==> src/rtl/dram_bank_sched.sv <==
`default_nettype none
// +----------------------------------------------------------------------------+
// | dram_bank_sched : open-page DRAM bank scheduler with open-row table and    |
// |                   refresh interleave. Define DRAM_SCHED_CLOSED_PAGE_EN to   |
// |                   precharge the bank after every READ/WRITE.                |
// | Revision: 1.0                                                              |
// +----------------------------------------------------------------------------+
module dram_bank_sched #(
    parameter int NUM_OF_BANKS = 8,
    parameter int NUM_OF_ROWS  = 128,
    parameter int NUM_OF_COLS  = 8,
    parameter int T_REF        = 4
) (
    input  logic                            clk,
    input  logic                            rst,
    input  logic                            req_val,
    output logic                            req_rdy,
    input  logic                            req_rw,
    input  logic [$clog2(NUM_OF_BANKS)-1:0] req_bank,
    input  logic [$clog2(NUM_OF_ROWS)-1:0]  req_row,
    input  logic [$clog2(NUM_OF_COLS)-1:0]  req_col,
    input  logic                            refresh_flag,
    output logic                            cmd_req,
    input  logic                            cmd_ack,
    output logic [1:0]                      cmd,
    output logic                            cmd_all,
    output logic [$clog2(NUM_OF_BANKS)-1:0] cmd_bank,
    output logic [$clog2(NUM_OF_ROWS)-1:0]  cmd_row,
    output logic [$clog2(NUM_OF_COLS)-1:0]  cmd_col,
    output logic                            ref_busy,
    output logic                            ref_done,
    output logic                            row_hit
);

    localparam int BANK_W = $clog2(NUM_OF_BANKS);
    localparam int ROW_W  = $clog2(NUM_OF_ROWS);
    localparam int CNT_W  = (T_REF > 1) ? $clog2(T_REF) : 1;

    localparam logic [1:0]       c_CMD_ACT  = 2'b00;
    localparam logic [1:0]       c_CMD_RD   = 2'b01;
    localparam logic [1:0]       c_CMD_WR   = 2'b10;
    localparam logic [1:0]       c_CMD_PRE  = 2'b11;
    localparam logic [CNT_W-1:0] c_CNT_LAST = CNT_W'(T_REF - 1);
    localparam logic [CNT_W-1:0] c_CNT_PRE  = CNT_W'((T_REF >= 2) ? (T_REF - 2) : 0);

    typedef enum logic [2:0] {
        S_IDLE, S_PRE, S_ACT, S_RW, S_CLOSE, S_REF_PRE, S_REF_WAIT
    } state_t;

    state_t                  r_state;
    logic [NUM_OF_BANKS-1:0] r_valid;
    logic [ROW_W-1:0]        r_row [NUM_OF_BANKS];
    logic                    r_rw;
    logic [CNT_W-1:0]        r_cnt;
    logic                    w_ack;
    logic                    w_hit;

    assign req_rdy = (r_state == S_IDLE) && !refresh_flag;
    assign w_ack   = cmd_req && cmd_ack;
    assign w_hit   = r_valid[req_bank] && (r_row[req_bank] == req_row);

    // cmd_bank/cmd_row/cmd_col double as the latched request address for the
    // whole PRE/ACT/RW sequence; they only change when a new request or a
    // refresh is started from IDLE.
    always_ff @(posedge clk or posedge rst) begin
        if (rst) begin
            r_state  <= S_IDLE;
            r_valid  <= '0;
            for (int i = 0; i < NUM_OF_BANKS; i++) r_row[i] <= '0;
            r_rw     <= 1'b0;
            r_cnt    <= '0;
            cmd_req  <= 1'b0;
            cmd      <= c_CMD_ACT;
            cmd_all  <= 1'b0;
            cmd_bank <= '0;
            cmd_row  <= '0;
            cmd_col  <= '0;
            ref_busy <= 1'b0;
            ref_done <= 1'b0;
            row_hit  <= 1'b0;
        end else begin
            ref_done <= 1'b0;
            row_hit  <= 1'b0;

            if (w_ack) begin
                if (cmd == c_CMD_ACT) begin
                    r_valid[cmd_bank] <= 1'b1;
                    r_row[cmd_bank]   <= cmd_row;
                end else if (cmd == c_CMD_PRE) begin
                    if (cmd_all) r_valid <= '0;
                    else         r_valid[cmd_bank] <= 1'b0;
                end
            end

            case (r_state)
                S_IDLE: begin
                    if (refresh_flag) begin
                        ref_busy <= 1'b1;
                        if (|r_valid) begin
                            cmd_req  <= 1'b1;
                            cmd      <= c_CMD_PRE;
                            cmd_all  <= 1'b1;
                            cmd_bank <= '0;
                            cmd_row  <= '0;
                            cmd_col  <= '0;
                            r_state  <= S_REF_PRE;
                        end else begin
                            r_cnt    <= '0;
                            ref_done <= (T_REF == 1);
                            r_state  <= S_REF_WAIT;
                        end
                    end else if (req_val) begin
                        r_rw     <= req_rw;
                        row_hit  <= w_hit;
                        cmd_req  <= 1'b1;
                        cmd_all  <= 1'b0;
                        cmd_bank <= req_bank;
                        cmd_row  <= req_row;
                        cmd_col  <= req_col;
                        if (w_hit) begin
                            cmd     <= req_rw ? c_CMD_WR : c_CMD_RD;
                            r_state <= S_RW;
                        end else if (r_valid[req_bank]) begin
                            cmd     <= c_CMD_PRE;
                            r_state <= S_PRE;
                        end else begin
                            cmd     <= c_CMD_ACT;
                            r_state <= S_ACT;
                        end
                    end
                end
                // Each command state issues one cycle after entry (cmd_req low)
                // and advances on the ack, giving the idle cycle between commands.
                S_PRE: begin
                    if (!cmd_req) begin
                        cmd_req <= 1'b1;
                        cmd     <= c_CMD_PRE;
                    end else if (cmd_ack) begin
                        cmd_req <= 1'b0;
                        r_state <= S_ACT;
                    end
                end
                S_ACT: begin
                    if (!cmd_req) begin
                        cmd_req <= 1'b1;
                        cmd     <= c_CMD_ACT;
                    end else if (cmd_ack) begin
                        cmd_req <= 1'b0;
                        r_state <= S_RW;
                    end
                end
                S_RW: begin
                    if (!cmd_req) begin
                        cmd_req <= 1'b1;
                        cmd     <= r_rw ? c_CMD_WR : c_CMD_RD;
                    end else if (cmd_ack) begin
                        cmd_req <= 1'b0;
`ifdef DRAM_SCHED_CLOSED_PAGE_EN
                        r_state <= S_CLOSE;
`else
                        r_state <= S_IDLE;
`endif
                    end
                end
                S_CLOSE: begin
                    if (!cmd_req) begin
                        cmd_req <= 1'b1;
                        cmd     <= c_CMD_PRE;
                    end else if (cmd_ack) begin
                        cmd_req <= 1'b0;
                        r_state <= S_IDLE;
                    end
                end
                S_REF_PRE: begin
                    if (cmd_ack) begin
                        cmd_req  <= 1'b0;
                        cmd_all  <= 1'b0;
                        r_cnt    <= '0;
                        ref_done <= (T_REF == 1);
                        r_state  <= S_REF_WAIT;
                    end
                end
                S_REF_WAIT: begin
                    if (r_cnt == c_CNT_LAST) begin
                        ref_busy <= 1'b0;
                        r_state  <= S_IDLE;
                    end else begin
                        r_cnt    <= r_cnt + 1'b1;
                        ref_done <= (r_cnt == c_CNT_PRE);
                    end
                end
                default: r_state <= S_IDLE;
            endcase
        end
    end

endmodule
`default_nettype wire

==> config.mk <==
export PLATFORM = sky130hd
export DESIGN_NAME = dram_bank_sched
export DESIGN_NICKNAME = d
export VERILOG_FILES = /design/src/rtl/dram_bank_sched.sv
export SDC_FILE = /design/constraint.sdc
export NUM_CORES = 1
export LEC_CHECK = 0
export CAP_MARGIN = 10
export CORE_AREA = 4 4 97 99
export CTS_BUF_LIST = sky130_fd_sc_hd__clkbuf_2 sky130_fd_sc_hd__clkbuf_4 sky130_fd_sc_hd__clkbuf_8
export CTS_CLUSTER_DIAMETER = 60
export DETAILED_ROUTE_END_ITERATION = 16
export DIE_AREA = 0 0 101 103
export PLACE_DENSITY = 0.74
export SLEW_MARGIN = 15
export SYNTH_ARGS = -nofsm -noshare
export SYNTH_HDL_FRONTEND = slang
export SYNTH_SLANG_ARGS = --single-unit
==> constraint.sdc <==
create_clock -name clk -period 2.7 [get_ports clk]
set_input_delay 0.405 -clock clk [delete_from_list [all_inputs] [get_ports clk]]
set_output_delay 0.405 -clock clk [all_outputs]
set_load 0.03 [all_outputs]
==> results.tsv <==
stage	metric	value	unit
floorplan	Core ar.	8550	sq um
synthesis	Mapped Cells	354	
floorplan	DIE WIDTH	101	um
synthesis	EDFF count, synth	0	
floorplan	Die Area	10400	sq um
sta	worst setup margin	264	ps
synthesis	Seq cells post-synth	90	
power	Sequential Power Share	41.5	%
synthesis	Post-Syn Nets	376	
setup_path	reg-to-reg setup timing slack	780	ps
setup_path	worst path cell trace	or3_1, nor2_1, clkdlybuf4s50_1	
setup_path	WP data arrival	2030	ps
place	dpl cells	503	
synthesis	Post-Syn Area	4500	sq um
clock_network	total CTS buffers	9	
drt	1st-pass router iterations	4	
synthesis	register area share after synthesis	50.1	%
setup_path	delay-heaviest family, CP	buffers and inverters	
job	max-cap violations	0	
sta	final hold vios	0	
drt	via count	3124	
power	switching share of power	38.4	%
clock_network	CTS tree	built	
final_layout	Filler Cell Count	667	
sta	Final min period	2440	ps
final_layout	Area Growth Syn to Fin	18.4	%
synthesis	syn_area_per_cell	12.7	sq um
power	Clock power frac	17.5	%
synthesis	synth warn	0	
drt	DR vias/cell	6.03	
global_route	grt ovf	0	
place	Port Buf Inserts	39	
clock_network	clk_lat worst skew	360	ps
power	Gate power share	41.0	%
final_layout	design area	5330	sq um
global_route	largest net degree at the start of global routing	39	
synthesis	Post-synth ARST share	100	%
clock_network	Gates resized, CTS repair	0	
setup_path	CP max stage cell	clkdlybuf4s50_1	
power	Leak	2.46	nW
drt	drt wl/cell	19.4	um
clock_network	Clock Sinks	90	
final_layout	share of cells above drive strength 1	26.1	%
floorplan	Die Ht	103	um
sta	Final TNS setup	0	ps
setup_path	critical path class	reg2out	
drt	top layer in use	met4	
sta	final setup fails	0	
drt	final wirelength	10100	um
sta	fin. max-slew vios	0	
clock_network	Clock Path Buffers	2	
setup_path	worst-path fanout max	3	
place	GPL Wtd Cong	0.819	
floorplan	std cell rows	34	
sta	unrepaired setup endpoints after global routing	false	
clock_network	number of hold buffers added after CTS	0	
setup_path	data required time at the worst endpoint	2300	ps
power	total power	5.32	mW
power	Switch Pwr	2.04	mW
sta	clock skew	11.8	ps
clock_network	Root Driver	clkbuf_8	
global_route	global-route wire length before repair	16400	um
place	Place WS	76.9	ps
final_layout	Cell Count, Final, Fillers Out	518	
drt	DR WL met3	535	um
final_layout	Layout Nets	428	
floorplan	IO Pins	40	
clock_network	H-tree levels	3	
setup_path	endpoint class of the critical path	output pin	
min_path	Worst Hold Class	in2async	
sta	FMAX	411	MHz
power	pwr dens	999	nW/um^2
drt	post-route antenna net violation count	0	
place	Area after DPL	5130	sq um
sta	worst-margin pin slew	587	ps
global_route	antenna violations before repair	0	
drt	WL met2	4700	um
setup_path	Setup crit start	r_state[2]	
floorplan	Starting Density	52.6	%
synthesis	ys flop type	dfrtp_1	
power	Pint	3.28	mW
clock_network	Setup Fix Bufs, Post-CTS	0	
setup_path	RR Startpoint	r_state[2]	
power	worst vdd ir	0.458	mV
sta	Final Cycle Share	90.2	%
place	hpwl dp	6920	um
setup_path	type of origin of the critical path	register	
drt	drt initial violations	218	
clock_network	Clock Pin Slew Worst Setup and Hold Paths	80	ps
setup_path	crit-path max cell delay	680	ps
status	status	finished clean	
setup_path	CP Buf/Inv Count	1	
final_layout	# diodes	0	
synthesis	Netlist cell types	54	
sta	Slew headroom	60.8	%
drt	WL met1	4620	um
global_route	vias in the first global route	3165	
global_route	total track usage	20.7	%
drt	DRC	0	
cells in the mapped netlist, types with 2 or more instances:
cell / count / area [sq um]
and3_1: 2 / 12.5
a21oi_1: 13 / 65.1
o21a_1: 5 / 37.5
mux2_2: 58 / 653
a22o_1: 12 / 105
inv_1: 7 / 26.3
nor3b_1: 3 / 22.5
or3_1: 2 / 12.5
a221oi_1: 3 / 26.3
mux4_1: 6 / 158
o21ai_0: 6 / 30.0
buf_6: 2 / 22.5
nor2_1: 19 / 71.3
nor2b_1: 3 / 18.8
nand3_1: 3 / 15.0
ha_1: 3 / 37.5
nand2_1: 18 / 67.6
clkbuf_1: 13 / 48.8
xor2_1: 6 / 52.6
dfrtp_1: 90 / 2250
nor3_1: 9 / 45.0
a2bb2oi_1: 4 / 35.0
a31oi_1: 3 / 18.8
nand2b_1: 6 / 37.5
nor4_1: 5 / 31.3
a211oi_1: 2 / 15.0
mux4_2: 8 / 180
and2_1: 2 / 12.5
mux2i_1: 13 / 130
nand3b_1: 4 / 30.0
flip-flops by register name, summed over array words and instances, names as in the netlist:
signal / count
row_hit: 1
ref_busy: 1
r_valid: 8
cmd_all: 1
r_row: 56
cmd_col: 3
ref_done: 1
cmd_req: 1
cmd: 2
r_state: 3
cmd_row: 7
r_cnt: 2
cmd_bank: 3
r_rw: 1
path summary, 6_finish.rpt:
| path | endpoint | cells past startpoint |
|---|---|---|
| worst min register to register | cmd_col[0] | 1 |
| worst max register to register | cmd[1] | 6 |
| worst min-delay path | r_row[22] | 2 |
| worst max-delay path | req_rdy | 3 |
| min in group clk | cmd_col[0] | 1 |
| max in group asynchronous | cmd_bank[1] | 3 |
placed cells by master, fill, tap and decap left out, types with 9 or more instances in the layout:
cell type / netlist / routed
buf_4: 0 / 16
mux2_2: 58 / 58
clkbuf_8: 0 / 10
dfrtp_1: 90 / 90
a21oi_1: 13 / 13
mux2i_1: 13 / 13
a22o_1: 12 / 12
nor3_1: 9 / 9
nor2_1: 19 / 19
clkdlybuf4s50_1: 0 / 39
nand2_1: 18 / 18
cell families (layout without fill, tap and decap cells):
group                      count (synthesis)  count (layout)  share of synthesized area (%)
DFF                                       90              90                           50.1
xor gates and xnor gates                   7               7                           1.36
muxes                                     86              86                           25.3
AOI/OAI and AO/OA                         61              61                           9.99
adders and majority gates                  3               3                          0.835
buffers and inverters                     25              81                           2.81
and+or+nand+nor                           82              82                           9.68
per-stage QoR:
step | util, % | hold slack (ps)
6_report | 62.3 | 456
5_1_grt | 62.3 | 499
4_1_cts | 62.3 | 466
3_5_place_dp | 60.0 | 485
3_3_place_gp | 60.0 | 482
2_1_floorplan | - | 466
power by group through the flow:
stage	Clock [mW]	Sequential [mW]	Combinational [mW]
floorplan	0	2.27	1.38
global placement	0	2.20	2.14
detailed placement	0	2.22	2.19
CTS	0.955	2.20	2.19
global route	1.02	2.27	2.38
finish	0.931	2.21	2.18
layer usage:
metal  vias up  GRT usage (%)
li1       1443              -
met1      1566           28.9
met2        94           32.6
met3        21           4.06
met4         0           7.57
met5         -              0
layout make-up:
cell class                      count  area [sq um]  share of cell area (%)
Sequential cell                    90          2250                    42.3
Multi-Input combinational cell    239          2120                    39.8
Clock buffer                       10           138                    2.58
Clock inverter                      5          61.3                    1.15
Timing Repair Buffer               59           591                    11.1
Inverter                            7          30.0                   0.564
Tap cell                          108           135                    2.54
Power figures use the tool's default switching activity.
==> edit (config.mk and constraints unchanged) <==
Change the parameter `NUM_OF_BANKS` from 8 to 4.
--- a/src/rtl/dram_bank_sched.sv
+++ b/src/rtl/dram_bank_sched.sv
@@ -8,3 +8,3 @@
 module dram_bank_sched #(
-    parameter int NUM_OF_BANKS = 8,
+    parameter int NUM_OF_BANKS = 4,
     parameter int NUM_OF_ROWS  = 128,
Ports: changed (resized cmd_bank and req_bank); port bits go from 40 to 38. The function was not compared with the original's and may differ.
==> edit against the unedited design <==
Area after synthesis is 37% lower; hold slack better by 0.049 ns; sequential power fell by 40%; count of clock-buffer cells in the layout stayed put; sequential cell count fell by 33; total power decreased by 31%; non-clock buffer count decreased by 10; first-iteration DRC count is 37% lower; synthesized cell count is 32% lower; routed wire length is 34% lower; cell area shrank 33%; worst setup slack improved by 0.025 ns; critical endpoint unchanged; largest cell class unchanged; largest power group is now combinational logic.
==> edit: results (changes against the unedited design) <==
| Metric | Value |
|---|---|
| First-pass GRT wire length | 11200 um (was 16400 um) |
| Reg-to-reg startpoint | r_valid[0]$_DFFE_PP0P_ (was r_state[2]$_DFFE_PP0P_) |
| Met2 wire length | 3240 um (was 4700 um) |
| Syn Inst Count | 240 (was 354) |
| Tot GR Track Use | 14.0% (was 20.7%) |
| DRT Wirelength | 6640 um (was 10100 um) |
| Period utilization | 89.3% (was 90.2%) |
| Met3 usage | 5.28% (was 4.06%) |
| Critical path startpoint | r_state[1]$_DFFE_PP0P_ (was r_state[2]$_DFFE_PP0P_) |
| Largest net degree at the start of global routing | 58 (was 39) |
| Combinational logic power | 1.51 mW (was 2.18 mW) |
| Sequential area share after synthesis | 50.1% (about the same) |
| Maximum vdd drop | 0.425 mV (was 0.458 mV) |
| Synth top area cells | dfrtp_1, mux2_2, mux4_2 (unchanged) |
| Drt wl/cell | 16.6 um (was 19.4 um) |
| PortBufs | 37 (was 39) |
| Final-stage net count | 308 (was 428) |
| Post-Synth Adder-Cell Area | 1.32% (was 0.834%) |
| Number of global-route vias before repair | 2182 (was 3165) |
| Status | completed (unchanged) |
| Int Pwr | 2.20 mW (was 3.28 mW) |
| Place WS | 0.0669 ns (was 0.0769 ns) |
| Fin Clk Skew | 0.00924 ns (was 0.0118 ns) |
| Largest registers | r_row: 28 flops, cmd_row: 7 flops, r_valid: 4 flops (was r_row: 56 flops, r_valid: 8 flops, cmd_row: 7 flops) |
| XOR/XNOR share of the synthesized area | 2.15% (was 1.36%) |
| Worst hold slack | 0.505 ns (was 0.456 ns) |
| Static Leak | 1.60 nW (was 2.46 nW) |
| Post-synthesis compound-gate area fraction | 14.8% (was 9.99%) |
[edit: cell types whose count changed in the layout (fill, tap and decap cells not counted), moves of 6 or more]
cell     change
nor2_1       -7
dfrtp_1     -33
mux2i_1     -10
mux4_1       -6
o21ai_0      +6
mux2_2      -34
nand2_1      -7
[edit: worst max-delay path, stage by stage (launching register included)]
cell             delay (ns)
dfrtp_1                0.40
or3_1                  0.43
nor2_1                 0.15
clkdlybuf4s50_1        0.69
[edit: final cells by class]
| type | instances | area, sq um |
|---|---|---|
| fillers | 816 | 4970 |
| flip-flops and latches | 57 | 1430 |
| multi-input cells | 164 | 1330 |
| repair buffers | 49 | 460 |
| clock buffers | 10 | 138 |
| well taps | 108 | 135 |
| clock inverters | 6 | 67.6 |
| inverters | 6 | 22.5 |
[edit: stage by stage]
stage	cell area [sq um]	power, mW	utilization, %
after global placement	3370	2.80	39.4
after floorplan	2850	2.31	-
after CTS	3580	3.67	41.8
after detailed placement	3370	2.84	39.4
after global routing	3580	3.89	41.8
final	3580	3.64	41.8
